--- src/rtl/rv16_debug_monitor.sv ---
// rv16_debug_monitor: per-channel change detector queuing {chan, value, ts} events into a FIFO, plus RUN-cycle watchdog.
// Change->ev_valid is 2 cycles; ev_ready low holds the head, a full FIFO coalesces into pending; RV16_DEBUG_MONITOR_TIMESTAMP_EN keeps timestamps.

module rv16_debug_monitor_fifo #(
  parameter int W     = 8,
  parameter int DEPTH = 16
) (
  input  logic         clk,
  input  logic         rst,
  input  logic         i_push,
  input  logic [W-1:0] i_wdat,
  input  logic         i_pop,
  output logic [W-1:0] o_rdat,
  output logic         o_full,
  output logic         o_empty
);
  localparam int AW = $clog2(DEPTH);

  logic [AW:0]  r_wp;
  logic [AW:0]  r_rp;
  logic [W-1:0] r_mem [DEPTH];

  assign o_full  = (r_wp[AW] != r_rp[AW]) && (r_wp[AW-1:0] == r_rp[AW-1:0]);
  assign o_empty = (r_wp == r_rp);
  assign o_rdat  = r_mem[r_rp[AW-1:0]];

  always_ff @(posedge clk) begin
    if (rst) begin
      r_wp <= '0;
      r_rp <= '0;
    end else begin
      // Full is taken from the pointers at the start of the cycle, so a same-cycle pop never frees a slot.
      if (i_push && !o_full) r_wp <= r_wp + 1'b1;
      if (i_pop && !o_empty) r_rp <= r_rp + 1'b1;
    end
  end

  always_ff @(posedge clk) begin
    if (i_push && !o_full) r_mem[r_wp[AW-1:0]] <= i_wdat;
  end
endmodule

module rv16_debug_monitor #(
  parameter int WIDTH      = 16,
  parameter int NUM_CH     = 3,
  parameter int DEPTH      = 16,
  parameter int TS_W       = 16,
  parameter int MAX_CYCLES = 250,
  localparam int CH_W      = (NUM_CH > 1) ? $clog2(NUM_CH) : 1
) (
  input  logic                    clk,
  input  logic                    rst,
  input  logic [NUM_CH*WIDTH-1:0] ch_data,
  input  logic [NUM_CH-1:0]       ch_en,
  output logic                    ev_valid,
  input  logic                    ev_ready,
  output logic [CH_W-1:0]         ev_chan,
  output logic [WIDTH-1:0]        ev_data,
  output logic [TS_W-1:0]         ev_ts,
  output logic                    overflow,
  output logic [7:0]              drop_count,
  output logic                    timeout,
  output logic [TS_W-1:0]         cycle_count
);
`ifdef RV16_DEBUG_MONITOR_TIMESTAMP_EN
  localparam int FW = CH_W + WIDTH + TS_W;
`else
  localparam int FW = CH_W + WIDTH;
`endif

  typedef enum logic [1:0] {
    S_PRIME   = 2'd0,
    S_RUN     = 2'd1,
    S_TIMEOUT = 2'd2
  } state_t;

  state_t            r_state;
  state_t            w_state_nxt;
  logic              w_run;

  logic [WIDTH-1:0]  r_shadow [NUM_CH];
  logic [WIDTH-1:0]  r_pval   [NUM_CH];
  logic [NUM_CH-1:0] r_pend;
  logic [TS_W-1:0]   r_cycle;
  logic              r_ovf;
  logic [7:0]        r_drop;

  logic [NUM_CH-1:0] w_change;
  logic [NUM_CH-1:0] w_push_oh;
  logic [NUM_CH-1:0] w_coal;
  logic [4:0]        w_ncoal;
  logic [9:0]        w_drop_sum;
  logic              w_push;
  logic [CH_W-1:0]   w_push_idx;
  logic [WIDTH-1:0]  w_push_val;
  logic [FW-1:0]     w_wdat;
  logic [FW-1:0]     w_rdat;
  logic              w_full;
  logic              w_empty;
`ifdef RV16_DEBUG_MONITOR_TIMESTAMP_EN
  logic [TS_W-1:0]   r_pts [NUM_CH];
  logic [TS_W-1:0]   w_push_ts;
`endif

  always_ff @(posedge clk) begin
    if (rst) r_state <= S_PRIME;
    else     r_state <= w_state_nxt;
  end

  always_comb begin
    w_state_nxt = r_state;
    w_run       = 1'b0;
    timeout     = 1'b0;
    case (r_state)
      S_PRIME: w_state_nxt = S_RUN;
      S_RUN: begin
        w_run = 1'b1;
        if (r_cycle == TS_W'(MAX_CYCLES - 1)) w_state_nxt = S_TIMEOUT;
      end
      S_TIMEOUT: timeout = 1'b1;
      default: w_state_nxt = S_PRIME;
    endcase
  end

  always_comb begin
    w_change   = '0;
    w_push_oh  = '0;
    w_coal     = '0;
    w_ncoal    = '0;
    w_push_idx = '0;
    w_push_val = '0;
`ifdef RV16_DEBUG_MONITOR_TIMESTAMP_EN
    w_push_ts  = '0;
`endif
    for (int i = 0; i < NUM_CH; i++) begin
      w_change[i] = w_run && ch_en[i] && (ch_data[i*WIDTH +: WIDTH] != r_shadow[i]);
    end
    // Descending scan so the lowest-index pending channel wins.
    for (int i = NUM_CH - 1; i >= 0; i--) begin
      if (r_pend[i]) begin
        w_push_idx = CH_W'(i);
        w_push_val = r_pval[i];
`ifdef RV16_DEBUG_MONITOR_TIMESTAMP_EN
        w_push_ts  = r_pts[i];
`endif
      end
    end
    w_push = (|r_pend) && !w_full;
    for (int i = 0; i < NUM_CH; i++) begin
      w_push_oh[i] = w_push && (w_push_idx == CH_W'(i));
      w_coal[i]    = w_change[i] && r_pend[i] && !w_push_oh[i];
      w_ncoal      = w_ncoal + {4'd0, w_coal[i]};
    end
    w_drop_sum = {2'b00, r_drop} + {5'd0, w_ncoal};
  end

`ifdef RV16_DEBUG_MONITOR_TIMESTAMP_EN
  assign w_wdat = {w_push_idx, w_push_val, w_push_ts};
`else
  assign w_wdat = {w_push_idx, w_push_val};
`endif

  always_ff @(posedge clk) begin
    if (rst) begin
      r_pend  <= '0;
      r_cycle <= '0;
      r_ovf   <= 1'b0;
      r_drop  <= '0;
      for (int i = 0; i < NUM_CH; i++) begin
        r_shadow[i] <= '0;
        r_pval[i]   <= '0;
`ifdef RV16_DEBUG_MONITOR_TIMESTAMP_EN
        r_pts[i]    <= '0;
`endif
      end
    end else begin
      for (int i = 0; i < NUM_CH; i++) begin
        if (r_state == S_PRIME) begin
          r_shadow[i] <= ch_data[i*WIDTH +: WIDTH];
        end else if (w_change[i]) begin
          r_shadow[i] <= ch_data[i*WIDTH +: WIDTH];
          r_pend[i]   <= 1'b1;
          r_pval[i]   <= ch_data[i*WIDTH +: WIDTH];
`ifdef RV16_DEBUG_MONITOR_TIMESTAMP_EN
          r_pts[i]    <= r_cycle;
`endif
        end else if (w_push_oh[i]) begin
          r_pend[i] <= 1'b0;
        end
      end
      if (w_run) r_cycle <= r_cycle + 1'b1;
      if (|w_coal) begin
        r_ovf  <= 1'b1;
        r_drop <= (w_drop_sum > 10'd255) ? 8'hFF : w_drop_sum[7:0];
      end
    end
  end

  rv16_debug_monitor_fifo #(
    .W     (FW),
    .DEPTH (DEPTH)
  ) u_fifo (
    .clk     (clk),
    .rst     (rst),
    .i_push  (w_push),
    .i_wdat  (w_wdat),
    .i_pop   (ev_ready),
    .o_rdat  (w_rdat),
    .o_full  (w_full),
    .o_empty (w_empty)
  );

  assign ev_valid    = !w_empty;
  assign ev_chan     = w_empty ? '0 : w_rdat[FW-1 -: CH_W];
  assign ev_data     = w_empty ? '0 : w_rdat[FW-CH_W-1 -: WIDTH];
`ifdef RV16_DEBUG_MONITOR_TIMESTAMP_EN
  assign ev_ts       = w_empty ? '0 : w_rdat[TS_W-1:0];
`else
  assign ev_ts       = '0;
`endif
  assign overflow    = r_ovf;
  assign drop_count  = r_drop;
  assign cycle_count = r_cycle;
endmodule

--- config.mk ---
export PLATFORM = sky130hd
export DESIGN_NAME = rv16_debug_monitor
export DESIGN_NICKNAME = d
export VERILOG_FILES = /design/src/rtl/rv16_debug_monitor.sv
export SDC_FILE = /design/constraint.sdc
export NUM_CORES = 1
export LEC_CHECK = 0
export ABC_AREA = 1
export CAP_MARGIN = 30
export CORE_ASPECT_RATIO = 1.25
export CORE_MARGIN = 8
export CORE_UTILIZATION = 50
export CTS_CLUSTER_SIZE = 8
export DETAILED_ROUTE_END_ITERATION = 16
export PLACE_DENSITY = 0.77
export SETUP_SLACK_MARGIN = 0.1
export SYNTH_ARGS = -nofsm -noshare
export SYNTH_HDL_FRONTEND = slang
export SYNTH_HIERARCHICAL = 1
export SYNTH_SLANG_ARGS = --single-unit
--- constraint.sdc ---
create_clock -name clk -period 4.4 [get_ports clk]
set_input_delay 0.88 -clock clk [delete_from_list [all_inputs] [get_ports clk]]
set_output_delay 0.88 -clock clk [all_outputs]
set_load 0.1 [all_outputs]
==> results of run 1 <==
-- final cells by class --
cell class	count	share of cell area, %
clock inverters	3	0.350
clock buffers	84	6.95
inverters	371	6.09
well taps	498	2.72
multi-input cells	1046	23.0
repair buffers	132	6.68
flip-flops and latches	428	54.2
-- worst paths after layout --
check             cells after the start       endpoint  slack, ns      startpoint
setup / recovery                     23  drop_count[2]       0.47      ch_data[9]
hold / removal                        2       overflow       0.47        overflow
setup reg to reg                     23  drop_count[2]       0.60  u_fifo/r_wp[0]
hold reg to reg                       2       overflow       0.47        overflow
-- cell families (layout without fill, tap and decap cells) --
kind of cell | after synthesis | count (layout)
fa+ha+maj | 11 | 11
xor+xnor | 14 | 14
flops | 428 | 428
other cells | 1 | 16
simple gates | 738 | 738
buf+inv | 463 | 590
compound gates | 267 | 267
-- worst register-to-register path, stage by stage (launching register included) --
cell                      delay, ns
sky130_fd_sc_hd__dfxtp_1       0.46
sky130_fd_sc_hd__inv_2         0.09
sky130_fd_sc_hd__nand2_1       0.08
sky130_fd_sc_hd__nand2_1       0.09
sky130_fd_sc_hd__nor2_4        0.17
sky130_fd_sc_hd__nand3_4       0.15
sky130_fd_sc_hd__inv_1         0.29
sky130_fd_sc_hd__inv_1         0.11
sky130_fd_sc_hd__a21oi_1       0.21
sky130_fd_sc_hd__nand3_2       0.11
sky130_fd_sc_hd__inv_1         0.08
sky130_fd_sc_hd__fa_1          0.16
sky130_fd_sc_hd__ha_1          0.17
sky130_fd_sc_hd__inv_1         0.06
sky130_fd_sc_hd__fa_1          0.39
sky130_fd_sc_hd__nor2_1        0.18
sky130_fd_sc_hd__inv_1         0.06
sky130_fd_sc_hd__nor2_1        0.17
sky130_fd_sc_hd__nand3_1       0.13
sky130_fd_sc_hd__nor2_1        0.14
sky130_fd_sc_hd__inv_1         0.09
sky130_fd_sc_hd__o21ai_0       0.10
sky130_fd_sc_hd__nand2_1       0.08
sky130_fd_sc_hd__a21oi_1       0.16
-- layer usage --
| layer | share of wire, % | GRT usage, % | up-vias |
|---|---|---|---|
| met5 | 0 | 0 | - |
| met4 | 4.5 | 9.23 | 0 |
| met3 | 8.4 | 4.47 | 149 |
| met2 | 50 | 36.0 | 591 |
| met1 | 37 | 24.2 | 6572 |
| li1 | - | - | 6488 |
-- state kept, by name (all words and copies together), names as in the netlist, named ones only --
| name | flops |
|---|---|
| r_pval | 48 |
| u_fifo/r_mem | 288 |
| drop_count | 8 |
| overflow | 1 |
| r_shadow | 48 |
| r_state | 2 |
| r_pend | 3 |
| u_fifo/r_wp | 5 |
| u_fifo/r_rp | 5 |
| cycle_count | 16 |
-- report_power, final --
group	total (W)	switching [W]	leakage (nW)	internal (W)
sequential	0.00476	0.000123	4.04	0.00463
clock	0.00414	0.00162	0.803	0.00252
combinational	0.00223	0.00155	4.57	0.000685
total	0.0111	0.00329	9.41	0.00784
-- stage by stage --
| step | worst slack [ns] | cells | total power, W |
|---|---|---|---|
| 2_1_floorplan | 0.799 | 1937 | 0.00634 |
| 3_3_place_gp | 0.116 | 2473 | 0.00698 |
| 3_5_place_dp | -0.127 | 2475 | 0.00705 |
| 4_1_cts | 0.480 | 2562 | 0.0112 |
| 5_1_grt | 0.190 | 2562 | 0.0115 |
| 6_report | 0.470 | 2562 | 0.0111 |
-- synthesized netlist by cell type, types with 2 or more instances --
master	n	area, sq um
sky130_fd_sc_hd__nand2_1	387	1450
sky130_fd_sc_hd__edfxtp_1	384	11500
sky130_fd_sc_hd__inv_1	332	1250
sky130_fd_sc_hd__nor2_1	152	571
sky130_fd_sc_hd__nand3_1	141	706
sky130_fd_sc_hd__a21oi_1	98	490
sky130_fd_sc_hd__o21ai_0	86	430
sky130_fd_sc_hd__o211ai_1	54	405
sky130_fd_sc_hd__dfxtp_1	44	881
sky130_fd_sc_hd__inv_2	35	131
sky130_fd_sc_hd__buf_2	34	170
sky130_fd_sc_hd__clkbuf_1	27	101
sky130_fd_sc_hd__buf_4	20	150
sky130_fd_sc_hd__o211ai_2	18	225
sky130_fd_sc_hd__nor2_2	14	87.6
sky130_fd_sc_hd__xor2_1	12	105
sky130_fd_sc_hd__nand4_1	10	62.6
sky130_fd_sc_hd__ha_1	9	113
sky130_fd_sc_hd__buf_6	8	90.1
sky130_fd_sc_hd__nand2_2	8	50.1
sky130_fd_sc_hd__nor3_1	7	35.0
sky130_fd_sc_hd__nand3_2	6	60.1
sky130_fd_sc_hd__nor2_4	5	56.3
sky130_fd_sc_hd__a21oi_2	3	26.3
sky130_fd_sc_hd__buf_1	3	11.3
sky130_fd_sc_hd__clkinv_1	3	11.3
sky130_fd_sc_hd__fa_1	2	40.0
sky130_fd_sc_hd__nand2_4	2	22.5
sky130_fd_sc_hd__nand3_4	2	35.0
sky130_fd_sc_hd__nand3b_2	2	22.5
sky130_fd_sc_hd__o21ai_1	2	10.0
sky130_fd_sc_hd__o31ai_1	2	15.0
==> metrics.csv, run 1 <==
metric;value;unit
io_pins;115;
finalMaxSlewViolations;0;
grt_max_degree;89;
synth_xor_xnor_area_share;0.669;%
cts_clk_pin_slew_worst_paths;0.05;ns
layout.cells.most_common_list;sky130_fd_sc_hd__nand2_1 (387), sky130_fd_sc_hd__edfxtp_1 (384), sky130_fd_sc_hd__inv_1 (332), sky130_fd_sc_hd__nand3_1 (141), sky130_fd_sc_hd__nor2_1 (140);
report.final.setup_viol;0;
cts_setup_buffers;0;
synth_cells;1922;
highest_attainable_clock_frequency;0.254;GHz
setup_total_negative_slack;0;ns
cts_inserted_buffers;59;
grt_pass1_vias;14100;
worstPathCellList;clkdlybuf4s50_1, inv_1, nand2_1, nand2_1, nor2_1, nand2_1, nor2_1, nand2_1, nand3_2, inv_1, fa_1, ha_1, inv_1, fa_1, nor2_1, inv_1, nor2_1, nand3_1, nor2_1, inv_1, o21ai_0, nand2_1, a21oi_1;
layout_commonest_cell;sky130_fd_sc_hd__nand2_1;
flow.area_growth_from_synthesis;17.7;%
clk-insertion-delay-late;0.60;ns
yosysWarningCount;6;
path_max_fanout;4;
htree_num_levels;2;
run_status;finished, final reports clean;
post-route-cell-area;22900;sq um
drc_errors;0;
globalplace.congestion;0.828;
synth.cell_area;19500;sq um
cellLeakagePower;9.41;nW
cts_buffer_depth;3;
synth_compound_area_share;8.49;%
min_delay_path_class;flop to flop;
multi_input_comb_area;5270;sq um
floorplan.rows;81;
finalClockSkew;0.0233;ns
nNetsFinal;2103;
globalRouteTotalUtil;20.8;%
wirelength;47800;um
initial_antenna_violation_count;0;
clock-root-buffer;sky130_fd_sc_hd__clkbuf_16;
antenna_cells_inserted;0;
critPathBufInv;6;
fillerInstances;3015;
final_period_minus_worst_setup_slack;3.93;ns
grt_pass1_wl;74000;um
synth_top_family_by_area;simple AND/OR/NAND/NOR gates;
crit_path_start_kind;input port;
synth-simple-area-share;16.4;%
fin_hold_ws;0.474;ns
async_flop_share;0;%
synthAdderAreaFrac;0.785;%
drt_iter0_drc;1316;
timing_worst_slew_pin_value;1.02;ns
viasPerCell;5.39;
seq_area;12400;sq um
place.port_buffers;98;
pwr_density_cell;486;nW/um^2
tritoncts_num_sinks;428;
residual_antenna_violating_net_count_after_detailed_routing;0;
grt_setup_unrepaired;false;
die_y;237;um
synth_edf_count;384;
final.period_utilization;89.3;%
hold_viol_final;0;
synth.mux.area_fraction;0;%
max_cap_violations;0;
layout-drive-gt1-share;11.3;%
netlist-cell-type-count;42;
ctsHoldBuffers;0;
cp_slowest_stage_delay;0.51;ns
initial_utilization;50.2;%
post_synth.cell_area_avg;10.1;sq um
detailroute.via_count;13800;
crit_slowest_cell;sky130_fd_sc_hd__clkdlybuf4s50_1;
worstPathRequired;4.92;ns
ys_seq_area_share;63.8;%
routed_wire_length_per_instance;18.7;um
critical_path_arrival;4.45;ns
die_width;192;um
top_ff_cell_synth;sky130_fd_sc_hd__edfxtp_1;
drt_first_pass_iters;5;
ctsResizeCount;0;
path_class;input port to flop;
tritoncts;done;
core-area;38700;sq um
grt_overflow_total;0;
postPlaceCellArea;21200;sq um
critPathCaptureType;flop;
max-vdd-ir-drop;0.312;mV
die_area;45500;sq um
layout.core_utilization;59.2;%
timing.slew.headroom;31.5;%
worst_path_dominant_cell_family;simple AND/OR/NAND/NOR gates;
post-dp-hpwl;30200;um
synth-seq-cells;428;
(Power assumes the default switching activity.)
==> run 2, diff against run 1 <==
- CORE_ASPECT_RATIO: 1.25 -> default
==> run 2 against run 1 <==
Routed wire length shrank 5.1%. Final cell count grew 0.82%. Die area about the same. Register-to-register slack better by 0.15 ns. Total power decreased by 1.4%.
==> metrics.csv, run 2 (synthesis results as in run 1) <==
metric;value;unit;change
io_pins;115;;unchanged
cellLeakagePower;9.39;nW;-0.29%
globalplace.congestion;0.820;;-0.92%
largest_register_ff_count;288;;unchanged
core-area;38600;sq um;-0.41%
timing.slew.headroom;32.5;%;+1.0 points
final_period_minus_worst_setup_slack;3.87;ns;-0.0616 ns
seq_area;12400;sq um;unchanged
layout.cells.most_common_list;sky130_fd_sc_hd__nand2_1 (387), sky130_fd_sc_hd__edfxtp_1 (384), sky130_fd_sc_hd__inv_1 (332), sky130_fd_sc_hd__nand3_1 (141), sky130_fd_sc_hd__nor2_1 (139);;
path_max_fanout;4;;unchanged
max_cap_violations;0;;unchanged
antenna_cells_inserted;0;;unchanged
nNetsFinal;2106;;+0.14%
tritoncts;done;;
die_width;213;um;+11%
critical_path_arrival;4.38;ns;-0.07 ns
flow.area_growth_from_synthesis;17.2;%;
path_class;input port to flop;;
grt_overflow_total;0;;unchanged
cts_clk_pin_slew_worst_paths;0.05;ns;about the same
setup_slack;0.532;ns;+0.0616 ns
grt_pass1_vias;13600;;-3.1%
worstPathRequired;4.91;ns;about the same
die_area;45500;sq um;about the same
detailroute.via_count;13700;;-1.1%
floorplan.rows;72;;-11%
globalRouteTotalUtil;19.9;%;-0.83 points
report.final.setup_viol;0;;unchanged
viasPerCell;5.28;;-1.9%
layout-drive-gt1-share;11.4;%;+0.091 points
ctsResizeCount;0;;unchanged
timing_worst_slew_pin_value;1.01;ns;-0.0156 ns
place.port_buffers;98;;unchanged
tritoncts_num_sinks;428;;unchanged
multi_input_comb_area;5240;sq um;-0.52%
grt_pass1_wl;71100;um;-3.9%
crit_path_start_kind;input port;;
wirelength;45400;um;-5.1%
clock-root-buffer;sky130_fd_sc_hd__clkbuf_16;;
post-route-cell-area;22800;sq um;-0.41%
finalClockSkew;0.0180;ns;-0.00524 ns
min_delay_path_class;flop to flop;;
cts_inserted_buffers;59;;unchanged
drt_iter0_drc;1327;;+0.84%
layout_commonest_cell;sky130_fd_sc_hd__nand2_1;;
hold_viol_final;0;;unchanged
pwr_density_cell;481;nW/um^2;-1.0%
drc_errors;0;;unchanged
run_status;finished, final reports clean;;
setup_total_negative_slack;0;ns;unchanged
htree_num_levels;2;;unchanged
ctsHoldBuffers;0;;unchanged
initial_utilization;50.5;%;+0.21 points
routed_wire_length_per_instance;17.6;um;-5.8%
drt_first_pass_iters;5;;unchanged
clk-insertion-delay-late;0.59;ns;about the same
critPathCaptureType;flop;;
final.period_utilization;87.9;%;-1.4 points
residual_antenna_violating_net_count_after_detailed_routing;0;;unchanged
fin_hold_ws;0.476;ns;+0.00232 ns
cts_setup_buffers;0;;unchanged
highest_attainable_clock_frequency;0.259;GHz;+1.6%
cts_buffer_depth;3;;unchanged
fin_cells;2583;;+0.82%
die_y;213;um;-9.8%
fillerInstances;3079;;+2.1%
pre_cts_slack;-0.0484;ns;+0.0788 ns
grt_max_degree;94;;+5.6%
post-dp-hpwl;28200;um;-6.5%
finalMaxSlewViolations;0;;unchanged
postPlaceCellArea;21200;sq um;about the same
grt_setup_unrepaired;false;;
initial_antenna_violation_count;0;;unchanged
placed_cells;2498;;+0.93%
max-vdd-ir-drop;0.314;mV;+0.65%
-- run 2: cell count changes in the layout (fill, tap and decap cells not counted), moves of 2 or more --
| cell | before | now |
|---|---|---|
| sky130_fd_sc_hd__nor2_2 | 20 | 27 |
| sky130_fd_sc_hd__buf_4 | 27 | 32 |
| sky130_fd_sc_hd__clkinv_1 | 3 | 5 |
| sky130_fd_sc_hd__buf_12 | 24 | 22 |
| sky130_fd_sc_hd__nor2_4 | 11 | 5 |
| sky130_fd_sc_hd__clkbuf_1 | 24 | 22 |
-- run 2: power breakdown --
group	internal, W	switching, W	leakage (nW)	total [W]
clock network	0.00241	0.00159	0.770	0.00400
logic	0.000684	0.00154	4.57	0.00223
registers	0.00463	0.000114	4.04	0.00475
total	0.00773	0.00324	9.39	0.0110
-- run 2: metrics by stage --
step / util, % / total power (W)
6_report: 59.2 / 0.0110
5_1_grt: 59.2 / 0.0114
4_1_cts: 59.2 / 0.0110
3_5_place_dp: 55.0 / 0.00705
3_3_place_gp: 54.9 / 0.00698
2_1_floorplan: - / 0.00634
-- run 2: layout make-up --
class	count	area share, %
sequential	428	54.5
timing repair buffer	135	6.64
clock inverter	4	0.159
clock buffer	81	6.84
tap	518	2.84
multi-input combinational	1046	23.0
inverter	371	6.11
-- run 2: routing by layer --
metal  share of wire [%]  vias to the layer above  track usage, %
met3                 8.0                      113            3.80
met2                  49                      589            33.9
met1                  40                     6462            24.9
met5                   0                        -               0
li1                    -                     6487               -
met4                 3.5                        0            7.94
-- run 2: final timing paths --
kind / start / end / slack (ns) / cells past startpoint
setup / recovery: ch_data[9] / drop_count[6] / 0.53 / 23
hold / removal: cycle_count[7] / cycle_count[7] / 0.48 / 2
setup reg to reg: u_fifo/r_wp[0] / drop_count[6] / 0.75 / 23
hold reg to reg: cycle_count[7] / cycle_count[7] / 0.48 / 2
-- run 2: critical path, cell delays in order --
cell                              delay [ns]
sky130_fd_sc_hd__clkdlybuf4s50_1        0.52
sky130_fd_sc_hd__inv_1                  0.07
sky130_fd_sc_hd__nand2_1                0.06
sky130_fd_sc_hd__nand2_1                0.05
sky130_fd_sc_hd__nor2_1                 0.09
sky130_fd_sc_hd__nand2_1                0.08
sky130_fd_sc_hd__nor2_1                 0.10
sky130_fd_sc_hd__nand2_1                0.18
sky130_fd_sc_hd__nand3_2                0.12
sky130_fd_sc_hd__inv_1                  0.06
sky130_fd_sc_hd__fa_1                   0.50
sky130_fd_sc_hd__ha_1                   0.18
sky130_fd_sc_hd__inv_1                  0.06
sky130_fd_sc_hd__fa_1                   0.37
sky130_fd_sc_hd__nor2_1                 0.18
sky130_fd_sc_hd__inv_1                  0.06
sky130_fd_sc_hd__nor2_1                 0.16
sky130_fd_sc_hd__nand3_1                0.13
sky130_fd_sc_hd__nor2_1                 0.14
sky130_fd_sc_hd__inv_1                  0.09
sky130_fd_sc_hd__o21ai_0                0.08
sky130_fd_sc_hd__nand2_1                0.08
sky130_fd_sc_hd__a21oi_1                0.14
